### config.mk
export PLATFORM = sky130hd
export DESIGN_NAME = serial_frame_tx_flat
export DESIGN_NICKNAME = d
export VERILOG_FILES = /design/src/rtl/serial_frame_tx_if.sv /design/src/rtl/serial_frame_tx.sv /design/src/flat_wrapper.sv
export SDC_FILE = /design/constraint.sdc
export NUM_CORES = 1
export LEC_CHECK = 0
export CORE_MARGIN = 4
export CORE_UTILIZATION = 45
export DETAILED_ROUTE_END_ITERATION = 6
export GPL_TIMING_DRIVEN = 0
export HOLD_SLACK_MARGIN = 0.03
export PLACE_DENSITY_LB_ADDON = 0.1
export SYNTH_ARGS = -nofsm -noshare
export SYNTH_HDL_FRONTEND = slang
export SYNTH_SLANG_ARGS = --single-unit
### constraint.sdc
create_clock -name clk -period 2 [get_ports clk]
set_clock_uncertainty 0.2 [all_clocks]
set_input_delay 0.4 -clock clk [delete_from_list [all_inputs] [get_ports clk]]
set_output_delay 0.4 -clock clk [all_outputs]
set_load 0.02 [all_outputs]
### src/rtl/serial_frame_tx_if.sv
// Handshake and serial-line bundle for serial_frame_tx.
// The master side supplies words and the slave side (the transmitter) drives the serial outputs.
interface serial_frame_tx_if #(
  parameter int DATA_W = 8
);
  logic [DATA_W-1:0] tx_data;
  logic              tx_valid;
  logic              tx_ready;
  logic              out;
  logic              busy;
  logic              done;
  logic [2:0]        dbg_state;

  modport master (
    output tx_data, tx_valid,
    input  tx_ready, out, busy, done, dbg_state
  );

  modport slave (
    input  tx_data, tx_valid,
    output tx_ready, out, busy, done, dbg_state
  );
endinterface

### src/rtl/serial_frame_tx.sv
// Serial frame transmitter: start bit, DATA_W data bits LSB-first, optional even parity, stop bit.
// Idle line is high; every serial bit is held for BIT_CYCLES clocks.
module serial_frame_tx #(
  parameter int DATA_W     = 8,
  parameter int BIT_CYCLES = 1,
  parameter int PARITY_EN  = 1
) (
  input  logic               clk,
  input  logic               reset,
  serial_frame_tx_if.slave   bus
);

  localparam int CW = (BIT_CYCLES > 1) ? $clog2(BIT_CYCLES) : 1;
  localparam int BW = (DATA_W > 1) ? $clog2(DATA_W) : 1;
  localparam logic [CW-1:0] CYC_MAX  = CW'(BIT_CYCLES - 1);
  localparam logic [BW-1:0] BIT_MAX  = BW'(DATA_W - 1);
  localparam logic          STOP_ONE = (BIT_CYCLES == 1);

  typedef enum logic [2:0] {
    IDLE   = 3'd0,
    START  = 3'd1,
    DATA   = 3'd2,
    PARITY = 3'd3,
    STOP   = 3'd4
  } state_t;

  state_t            state;
  logic [CW-1:0]     cyc_cnt;
  logic [BW-1:0]     bit_cnt;
  logic [DATA_W-1:0] shreg;
  logic              par;
  logic              out_q;
  logic              done_q;

  logic              cyc_last;
  logic [CW-1:0]     cyc_inc;
  logic [DATA_W-1:0] shreg_nxt;

  assign cyc_last  = (cyc_cnt == CYC_MAX);
  assign cyc_inc   = cyc_cnt + CW'(1);
  assign shreg_nxt = shreg >> 1;

  // Handshake: a word transfers on a rising edge where tx_valid and tx_ready are both 1;
  // tx_ready is a pure function of the state (IDLE) and is held low while reset is asserted.
  assign bus.tx_ready  = (state == IDLE) && !reset;
  assign bus.busy      = (state != IDLE);
  assign bus.out       = out_q;
  assign bus.done      = done_q;
  assign bus.dbg_state = state;

  // out_q and done_q are computed from the state being entered, so they line up with it.
  always_ff @(posedge clk or posedge reset) begin
    if (reset) begin
      state   <= IDLE;
      cyc_cnt <= '0;
      bit_cnt <= '0;
      shreg   <= '0;
      par     <= 1'b0;
      out_q   <= 1'b1;
      done_q  <= 1'b0;
    end else begin
      done_q <= 1'b0;
      case (state)
        IDLE: begin
          out_q <= 1'b1;
          if (bus.tx_valid) begin
            shreg   <= bus.tx_data;
            par     <= ^bus.tx_data;
            cyc_cnt <= '0;
            state   <= START;
            out_q   <= 1'b0;
          end
        end
        START: begin
          if (cyc_last) begin
            cyc_cnt <= '0;
            bit_cnt <= '0;
            state   <= DATA;
            out_q   <= shreg[0];
          end else begin
            cyc_cnt <= cyc_inc;
          end
        end
        DATA: begin
          if (cyc_last) begin
            cyc_cnt <= '0;
            if (bit_cnt == BIT_MAX) begin
              if (PARITY_EN != 0) begin
                state <= PARITY;
                out_q <= par;
              end else begin
                state  <= STOP;
                out_q  <= 1'b1;
                done_q <= STOP_ONE;
              end
            end else begin
              bit_cnt <= bit_cnt + BW'(1);
              shreg   <= shreg_nxt;
              out_q   <= shreg_nxt[0];
            end
          end else begin
            cyc_cnt <= cyc_inc;
          end
        end
        PARITY: begin
          if (cyc_last) begin
            cyc_cnt <= '0;
            state   <= STOP;
            out_q   <= 1'b1;
            done_q  <= STOP_ONE;
          end else begin
            cyc_cnt <= cyc_inc;
          end
        end
        STOP: begin
          out_q <= 1'b1;
          if (cyc_last) begin
            cyc_cnt <= '0;
            state   <= IDLE;
          end else begin
            cyc_cnt <= cyc_inc;
            done_q  <= (cyc_inc == CYC_MAX);
          end
        end
        default: begin
          cyc_cnt <= '0;
          state   <= IDLE;
          out_q   <= 1'b1;
        end
      endcase
    end
  end

endmodule

### src/flat_wrapper.sv
// flat-port wrapper written by rule: the top's interface ports become plain ports
module serial_frame_tx_flat 
#(
  parameter int DATA_W     = 8,
  parameter int BIT_CYCLES = 1,
  parameter int PARITY_EN  = 1
)
  (clk, reset, bus_tx_data, bus_tx_valid, bus_tx_ready, bus_out, bus_busy, bus_done, bus_dbg_state);
  serial_frame_tx_if #(.DATA_W(DATA_W)) bus_i ();
  input  logic clk;
  input  logic reset;
  input wire logic [$bits(bus_i.tx_data)-1:0] bus_tx_data;
  input wire logic [$bits(bus_i.tx_valid)-1:0] bus_tx_valid;
  output wire logic [$bits(bus_i.tx_ready)-1:0] bus_tx_ready;
  output wire logic [$bits(bus_i.out)-1:0] bus_out;
  output wire logic [$bits(bus_i.busy)-1:0] bus_busy;
  output wire logic [$bits(bus_i.done)-1:0] bus_done;
  output wire logic [$bits(bus_i.dbg_state)-1:0] bus_dbg_state;
  assign bus_i.tx_data = bus_tx_data;
  assign bus_i.tx_valid = bus_tx_valid;
  assign bus_tx_ready = bus_i.tx_ready;
  assign bus_out = bus_i.out;
  assign bus_busy = bus_i.busy;
  assign bus_done = bus_i.done;
  assign bus_dbg_state = bus_i.dbg_state;
  serial_frame_tx #(.DATA_W(DATA_W), .BIT_CYCLES(BIT_CYCLES), .PARITY_EN(PARITY_EN)) u_core (.clk(clk), .reset(reset), .bus(bus_i));
endmodule
==> results.ini, run 1 <==
[outcome]
status = finished, final reports clean

[floorplanning]
dieWidth_um = 53.5
start_util_pct = 47.4
rows = 16
core_mm2 = 0.00196
die_h_um = 53.5
dieArea_mm2 = 0.00286
pin_count = 18

[final_layout]
area_delta_synth_final_pct = 25.3
layout-drive-gt1-share_pct = 17.1
fill_cells = 197
antenna_cells = 0
nNetsFinal = 125
layout_common_cells = 16 x dfrtp_1, 13 x clkdlybuf4s50_1, 10 x nand2_1, 8 x mux2i_1, 8 x xnor2_1
final_common_cell = dfrtp_1
fin_util_pct = 59.4

[critical_path]
end_kind = output pin
cp_cell_sequence = buf_6 > nor3_4 > inv_1 > nor2_1 > buf_4
r2r-end = u_core.shreg[4]$_DFFE_PP0P_
r2r-start = u_core.bit_cnt[0]$_DFFE_PP0P_
crit_type = register to output pin
slowest_delay_ns = 0.40
arrival_ns = 1.36
crit_required_ns = 1.40
ff2ff_path_depth = 7
start_kind = register
crit_slowest_cell = dfrtp_1
path_max_fanout = 8
r2r_slack_ns = 0.22

[synthesis]
synthesis.area_um2 = 930
synth_top_family_by_area = compound AO/OA/AOI/OAI gates
synthAdderAreaFrac_pct = 2.69
synth_mux_area_share_pct = 8.61
synth_fp_nets = 102
yosysTopAreaCell = dfrtp_1
synthSimpleGateAreaFrac_pct = 13.6
synth_compound_area_share_pct = 15.6
yosysUniqueCellTypes = 27
syn_avg_cell_area_um2 = 10.4
synth_xor_area_share_pct = 7.54
ys_warn_count = 0
synth.top_cell.area_share_pct = 43.1
syn_inst = 89
yosys-top-cells-area = dfrtp_1 43%, mux2i_1 8.6%, xnor2_1 7.5%
ys_ff_latch = 17
synth-seq-area-share_pct = 45.9

[global_routing]
antenna_found_initial = 0
grt_pass1_wl_um = 2950
grt_pass1_vias = 671
track_usage_pct = 14.5
grt_max_degree = 18
overflow = 0

[min_path]
hp-class = register to register
min_from = u_core.shreg[3]$_DFFE_PP0P_
hold_depth = 2
hold_path_end = u_core.shreg[3]$_DFFE_PP0P_

[clock_tree]
numCtsBuffers = 3
ctsHtreeMaxLevel = 1
numClockSinks = 17
cts_tree = yes
cts_root_buffer = clkbuf_4
clk_path_buf_depth = 2
path_clk_slew_ns = 0.10
clk_latency_ns = 0.28

[drt]
wl_per_cell_um = 12.3
remaining_drc_errors = 0
vias_per_cell = 4.98
dr.pass1.iters = 4
vias = 687
antenna_left = 0
routed_wl_um = 1700
drt_iter0_markers = 5

[power_and_ir_drop]
power-per-cell-area_mw_per_mm2 = 1510
worst_ir_drop_vdd_v = 0.000734
p_leak_nw = 0.517

[sta]
slew_violations = 0
fin_setup_tns_ns = 0
setup_viol = 0
tightest_slew_ns = 0.655
hold_violations = 0
max_slew_margin_pct = 56.3
max_freq_ghz = 0.511
rsz0062_at_grt = true
min_period_ns = 1.96
period_share_pct = 97.8
layout_setup_ws_ns = 0.0439

[flow_run]
drv_cap = 0

[place]
dpl.hpwl_um = 1280
pre_cts_slack_ns = -0.226
routabilityCongestion = 0.716
portBuffers = 17

-- cells by family (layout without fill, tap and decap cells) --
group | after synthesis | in the layout
AND/OR/NAND/NOR | 25 | 25
AO/OA/AOI/OAI | 21 | 21
flip-flops | 17 | 17
XOR/XNOR | 8 | 8
multiplexers | 8 | 8
buffers and inverters | 8 | 30
adder cells (fa/ha/maj) | 2 | 2
-- per-stage QoR --
step	hold slack (ns)	area [um2]	cells	power [mW]
final	0.284	1160	138	1.76
after floorplan	0.125	930	89	1.31
after global routing	0.320	1160	138	1.91
after CTS	0.290	1170	138	1.79
after global placement	0.261	1130	133	1.57
after detailed placement	0.268	1130	133	1.59
-- registers in the layout, indices dropped and copies added (netlist names) --
register,flops
u_core.shreg,8
u_core.bit_cnt,3
u_core.bus.dbg_state,3
u_core.bus.done,1
u_core.bus.out,1
u_core.par,1
-- cell type report --
class,count,area [um2],area share (%)
clock inverter,1,5.00,0.430
tap,27,33.8,2.90
timing repair buffer,18,168,14.4
sequential,17,427,36.6
multi-input combinational,64,453,38.9
inverter,4,15.0,1.29
buffer,4,41.3,3.54
clock buffer,3,22.5,1.93
-- worst max-delay path by stage --
| stage | cells past startpoint | end | from |
|---|---|---|---|
| floorplan | 4 | bus_tx_ready | u_core.bus.dbg_state[1]$_DFFE_PP0P_ |
| global placement | 5 | bus_tx_ready | u_core.bus.dbg_state[1]$_DFFE_PP0P_ |
| detailed placement | 5 | bus_tx_ready | u_core.bus.dbg_state[1]$_DFFE_PP0P_ |
| CTS | 5 | bus_tx_ready | u_core.bus.dbg_state[0]$_DFFE_PP0P_ |
| global route | 5 | bus_tx_ready | u_core.bus.dbg_state[1]$_DFFE_PP0P_ |
| finish | 5 | bus_tx_ready | u_core.bus.dbg_state[1]$_DFFE_PP0P_ |
-- Yosys cell counts, drive strengths merged --
library cell / count
a22oi: 2
or2: 1
inv: 4
a21oi: 2
nand2b: 2
nor2: 7
nor3: 2
o21ai: 12
xnor2: 8
nand2: 10
a32o: 1
o21a: 1
a211oi: 1
nor2b: 2
buf: 4
ha: 2
mux2i: 8
dfrtp: 16
dfstp: 1
and2: 1
a31oi: 2
-- per-layer routing --
| metal | wire length (um) | share of wire, % | global-route usage (%) | vias up |
|---|---|---|---|---|
| met5 | 0 | 0 | 0 | - |
| met4 | 18 | 1.1 | 5.11 | 0 |
| met3 | 72 | 4.2 | 3.38 | 2 |
| met2 | 861 | 51 | 25.7 | 11 |
| met1 | 742 | 44 | 16.6 | 328 |
| li1 | - | - | - | 346 |
-- worst max-delay path, delay by kind of cell, from the launching register on --
kind / cells / cell delay [ns]
AND/OR/NAND/NOR: 2 / 0.29
buffers and inverters: 3 / 0.37
flip-flops: 1 / 0.40
-- what timing repair did --
item / CTS / global route
resized for setup: 10 / 2
endpoints found under the setup margin: 4 / 2
setup buffers: 1 / 0
hold buffers: 0 / 0
pin swaps: 1 / 1
-- power by group --
group	internal [mW]	switching [mW]
combinational	0.459	0.515
sequential	0.505	0.0920
clock	0.0741	0.112
total	1.04	0.719
Note: power is estimated with default switching activity, not from simulation.
==> run 2, diff against run 1 <==
CELL_PAD_IN_SITES_DETAIL_PLACEMENT = 1   (was unset)
CELL_PAD_IN_SITES_GLOBAL_PLACEMENT = 2   (was unset)
CORE_UTILIZATION = 31   (was 45)
SLEW_MARGIN = 20   (was unset)
==> results.ini, run 2 (same netlist as run 1, synthesis figures left out) <==
[clock_tree]
clk_path_buf_depth = 2  ; unchanged
clk_latency_ns = 0.29  ; was 0.28 ns
cts_root_buffer = clkbuf_4  ; unchanged
numClockSinks = 17  ; unchanged
cts_tree = yes  ; unchanged
ctsHtreeMaxLevel = 1  ; unchanged
numCtsBuffers = 3  ; unchanged
path_clk_slew_ns = 0.11  ; was 0.10 ns

[drt]
dr.pass1.iters = 4  ; unchanged
vias = 710  ; was 687
antenna_left = 0  ; unchanged
routed_wl_um = 2080  ; was 1700 um
vias_per_cell = 4.93  ; was 4.98
drt_iter0_markers = 32  ; was 5
remaining_drc_errors = 0  ; unchanged
wl_per_cell_um = 14.5  ; was 12.3 um

[power_and_ir_drop]
comb_power_share_pct = 56.4  ; was 55.4%
p_leak_nw = 0.522  ; was 0.517 nW
p_clk_share_pct = 10.4  ; was 10.6%
p_int_mw = 1.07  ; was 1.04 mW
worst_ir_drop_vdd_v = 0.000469  ; was 0.000734 V
switchingPower_mw = 0.766  ; was 0.719 mW
p_sw_share_pct = 41.7  ; was 40.9%
p_seq_share_pct = 33.2  ; was 34.0%
power-per-cell-area_mw_per_mm2 = 1550  ; was 1510 mW/mm2
p_total_mw = 1.84  ; was 1.76 mW

[final_layout]
final_common_cell = dfrtp_1  ; unchanged
antenna_cells = 0  ; unchanged
final_cells = 144  ; was 138
final_cell_area_mm2 = 0.00119  ; was 0.00116 mm2
largest_reg_flops = 8  ; unchanged
fin_util_pct = 42.3  ; was 59.4%
layout-drive-gt1-share_pct = 20.4  ; was 17.1%
fill_cells = 327  ; was 197
top_register = u_core.shreg  ; unchanged
layout_common_cells = 15 x dfrtp_1, 13 x clkdlybuf4s50_1, 10 x nand2_1, 8 x mux2i_1, 8 x xnor2_1  ; was 16 x dfrtp_1, 13 x clkdlybuf4s50_1, 10 x nand2_1, 8 x mux2i_1, 8 x xnor2_1
nNetsFinal = 127  ; was 125
area_delta_synth_final_pct = 27.7  ; was 25.3%

[floorplanning]
dieWidth_um = 62.8  ; was 53.5 um
pin_count = 18  ; unchanged
dieArea_mm2 = 0.00394  ; was 0.00286 mm2
start_util_pct = 33.1  ; was 47.4%
rows = 19  ; was 16
die_h_um = 62.8  ; was 53.5 um
core_mm2 = 0.00281  ; was 0.00196 mm2

[critical_path]
start_kind = register  ; unchanged
r2r-start = u_core.bit_cnt[0]$_DFFE_PP0P_  ; unchanged
arrival_ns = 1.28  ; was 1.36 ns
crit_buf_inv = 1  ; was 3
path_max_fanout = 2  ; was 8
r2r-end = u_core.shreg[4]$_DFFE_PP0P_  ; unchanged
cp.depth = 1  ; was 5
endpoint = bus_dbg_state[1]  ; was bus_tx_ready
crit_slowest_cell = clkdlybuf4s50_1  ; was dfrtp_1
end_kind = output pin  ; unchanged
r2r_slack_ns = 0.15  ; was 0.22 ns
crit_required_ns = 1.40  ; about the same
crit_type = register to output pin  ; unchanged
ff2ff_path_depth = 7  ; unchanged
cp_cell_sequence = clkdlybuf4s50_1  ; was buf_6 > nor3_4 > inv_1 > nor2_1 > buf_4
slowest_delay_ns = 0.61  ; was 0.40 ns
crit_family = buffers and inverters  ; was flip-flops
critical_path.startpoint = u_core.bus.dbg_state[1]$_DFFE_PP0P_  ; unchanged

[min_path]
hp-class = register to register  ; unchanged
min_from = u_core.shreg[3]$_DFFE_PP0P_  ; unchanged
hold_depth = 2  ; unchanged

[sta]
hold_violations = 0  ; unchanged
tightest_slew_ns = 0.676  ; was 0.655 ns
max_slew_margin_pct = 54.9  ; was 56.3%
slew_violations = 0  ; unchanged
setup_viol = 0  ; unchanged
min_period_ns = 1.88  ; was 1.96 ns
rsz0062_at_grt = false  ; was true
period_share_pct = 94.2  ; was 97.8%
max_freq_ghz = 0.531  ; was 0.511 GHz

[global_routing]
overflow = 0  ; unchanged
antenna_found_initial = 0  ; unchanged
track_usage_pct = 11.6  ; was 14.5%
grt_max_degree = 18  ; unchanged
grt_pass1_vias = 800  ; was 671
grt_pass1_wl_um = 3640  ; was 2950 um

[place]
routabilityCongestion = 0.703  ; was 0.716
dpl.hpwl_um = 1630  ; was 1280 um
portBuffers = 17  ; unchanged
dpl_cell_area_mm2 = 0.00114  ; was 0.00113 mm2
dp_cells = 137  ; was 133

[outcome]
status = finished, final reports clean  ; unchanged

[flow_run]
drv_cap = 0  ; unchanged

run 2: changes by cell type in the layout (fill, tap and decap cells not counted), sizes merged:
cell and change:
clkbuf +2, buf +1, clkinv -1
run 2: repair_timing:
item                                   in CTS  in global routing
gates cloned                                0                  0
pin swaps                                   1                  1
gates resized for setup                    10                  4
buffers inserted                            1                  2
hold buffers                                0                  0
endpoints found under the hold margin       0                  0
setup endpoints to repair                   4                  2
run 2: metrics by stage:
| stage | setup WS, ns | TNS [ns] | hold slack, ns |
|---|---|---|---|
| after floorplan | 0.0952 | 0 | 0.125 |
| after global placement | -0.176 | -0.207 | 0.262 |
| after detailed placement | -0.201 | -0.241 | 0.275 |
| after CTS | 0.00913 | 0 | 0.299 |
| after global routing | 0.0144 | 0 | 0.322 |
| final | 0.117 | 0 | 0.291 |
run 2: worst min-delay path by stage:
stage	end	slack (ns)
3_3_place_gp	u_core.shreg[3]$_DFFE_PP0P_	0.26
6_report	u_core.shreg[3]$_DFFE_PP0P_	0.29
3_5_place_dp	u_core.shreg[3]$_DFFE_PP0P_	0.28
5_1_grt	u_core.shreg[6]$_DFFE_PP0P_	0.32
2_1_floorplan	u_core.bit_cnt[0]$_DFFE_PP0P_	0.13
4_1_cts	u_core.shreg[3]$_DFFE_PP0P_	0.30
run 2: area by class of cell:
class | count | area (um2) | area share (%)
plain buffers | 4 | 41.3 | 3.48
clock buffers | 4 | 26.3 | 2.21
inverters | 4 | 15.0 | 1.26
multi-input cells | 64 | 455 | 38.4
flip-flops and latches | 17 | 428 | 36.0
well taps | 31 | 38.8 | 3.27
repair buffers | 20 | 183 | 15.4
run 2: power by group through the flow:
stage | Clock (mW) | Combinational, mW | Sequential [mW]
after floorplan | 0 | 0.678 | 0.636
after global placement | 0 | 0.984 | 0.606
after detailed placement | 0 | 1.02 | 0.620
after CTS | 0.202 | 1.03 | 0.614
after global routing | 0.216 | 1.14 | 0.634
final | 0.191 | 1.04 | 0.609
run 2: routing by layer:
layer	part of all wire (%)	global-route usage [%]	vias up
met5	0	0	-
met3	2.0	2.16	2
li1	-	-	354
met2	54	20.8	9
met4	0.67	3.31	0
met1	44	14.0	345
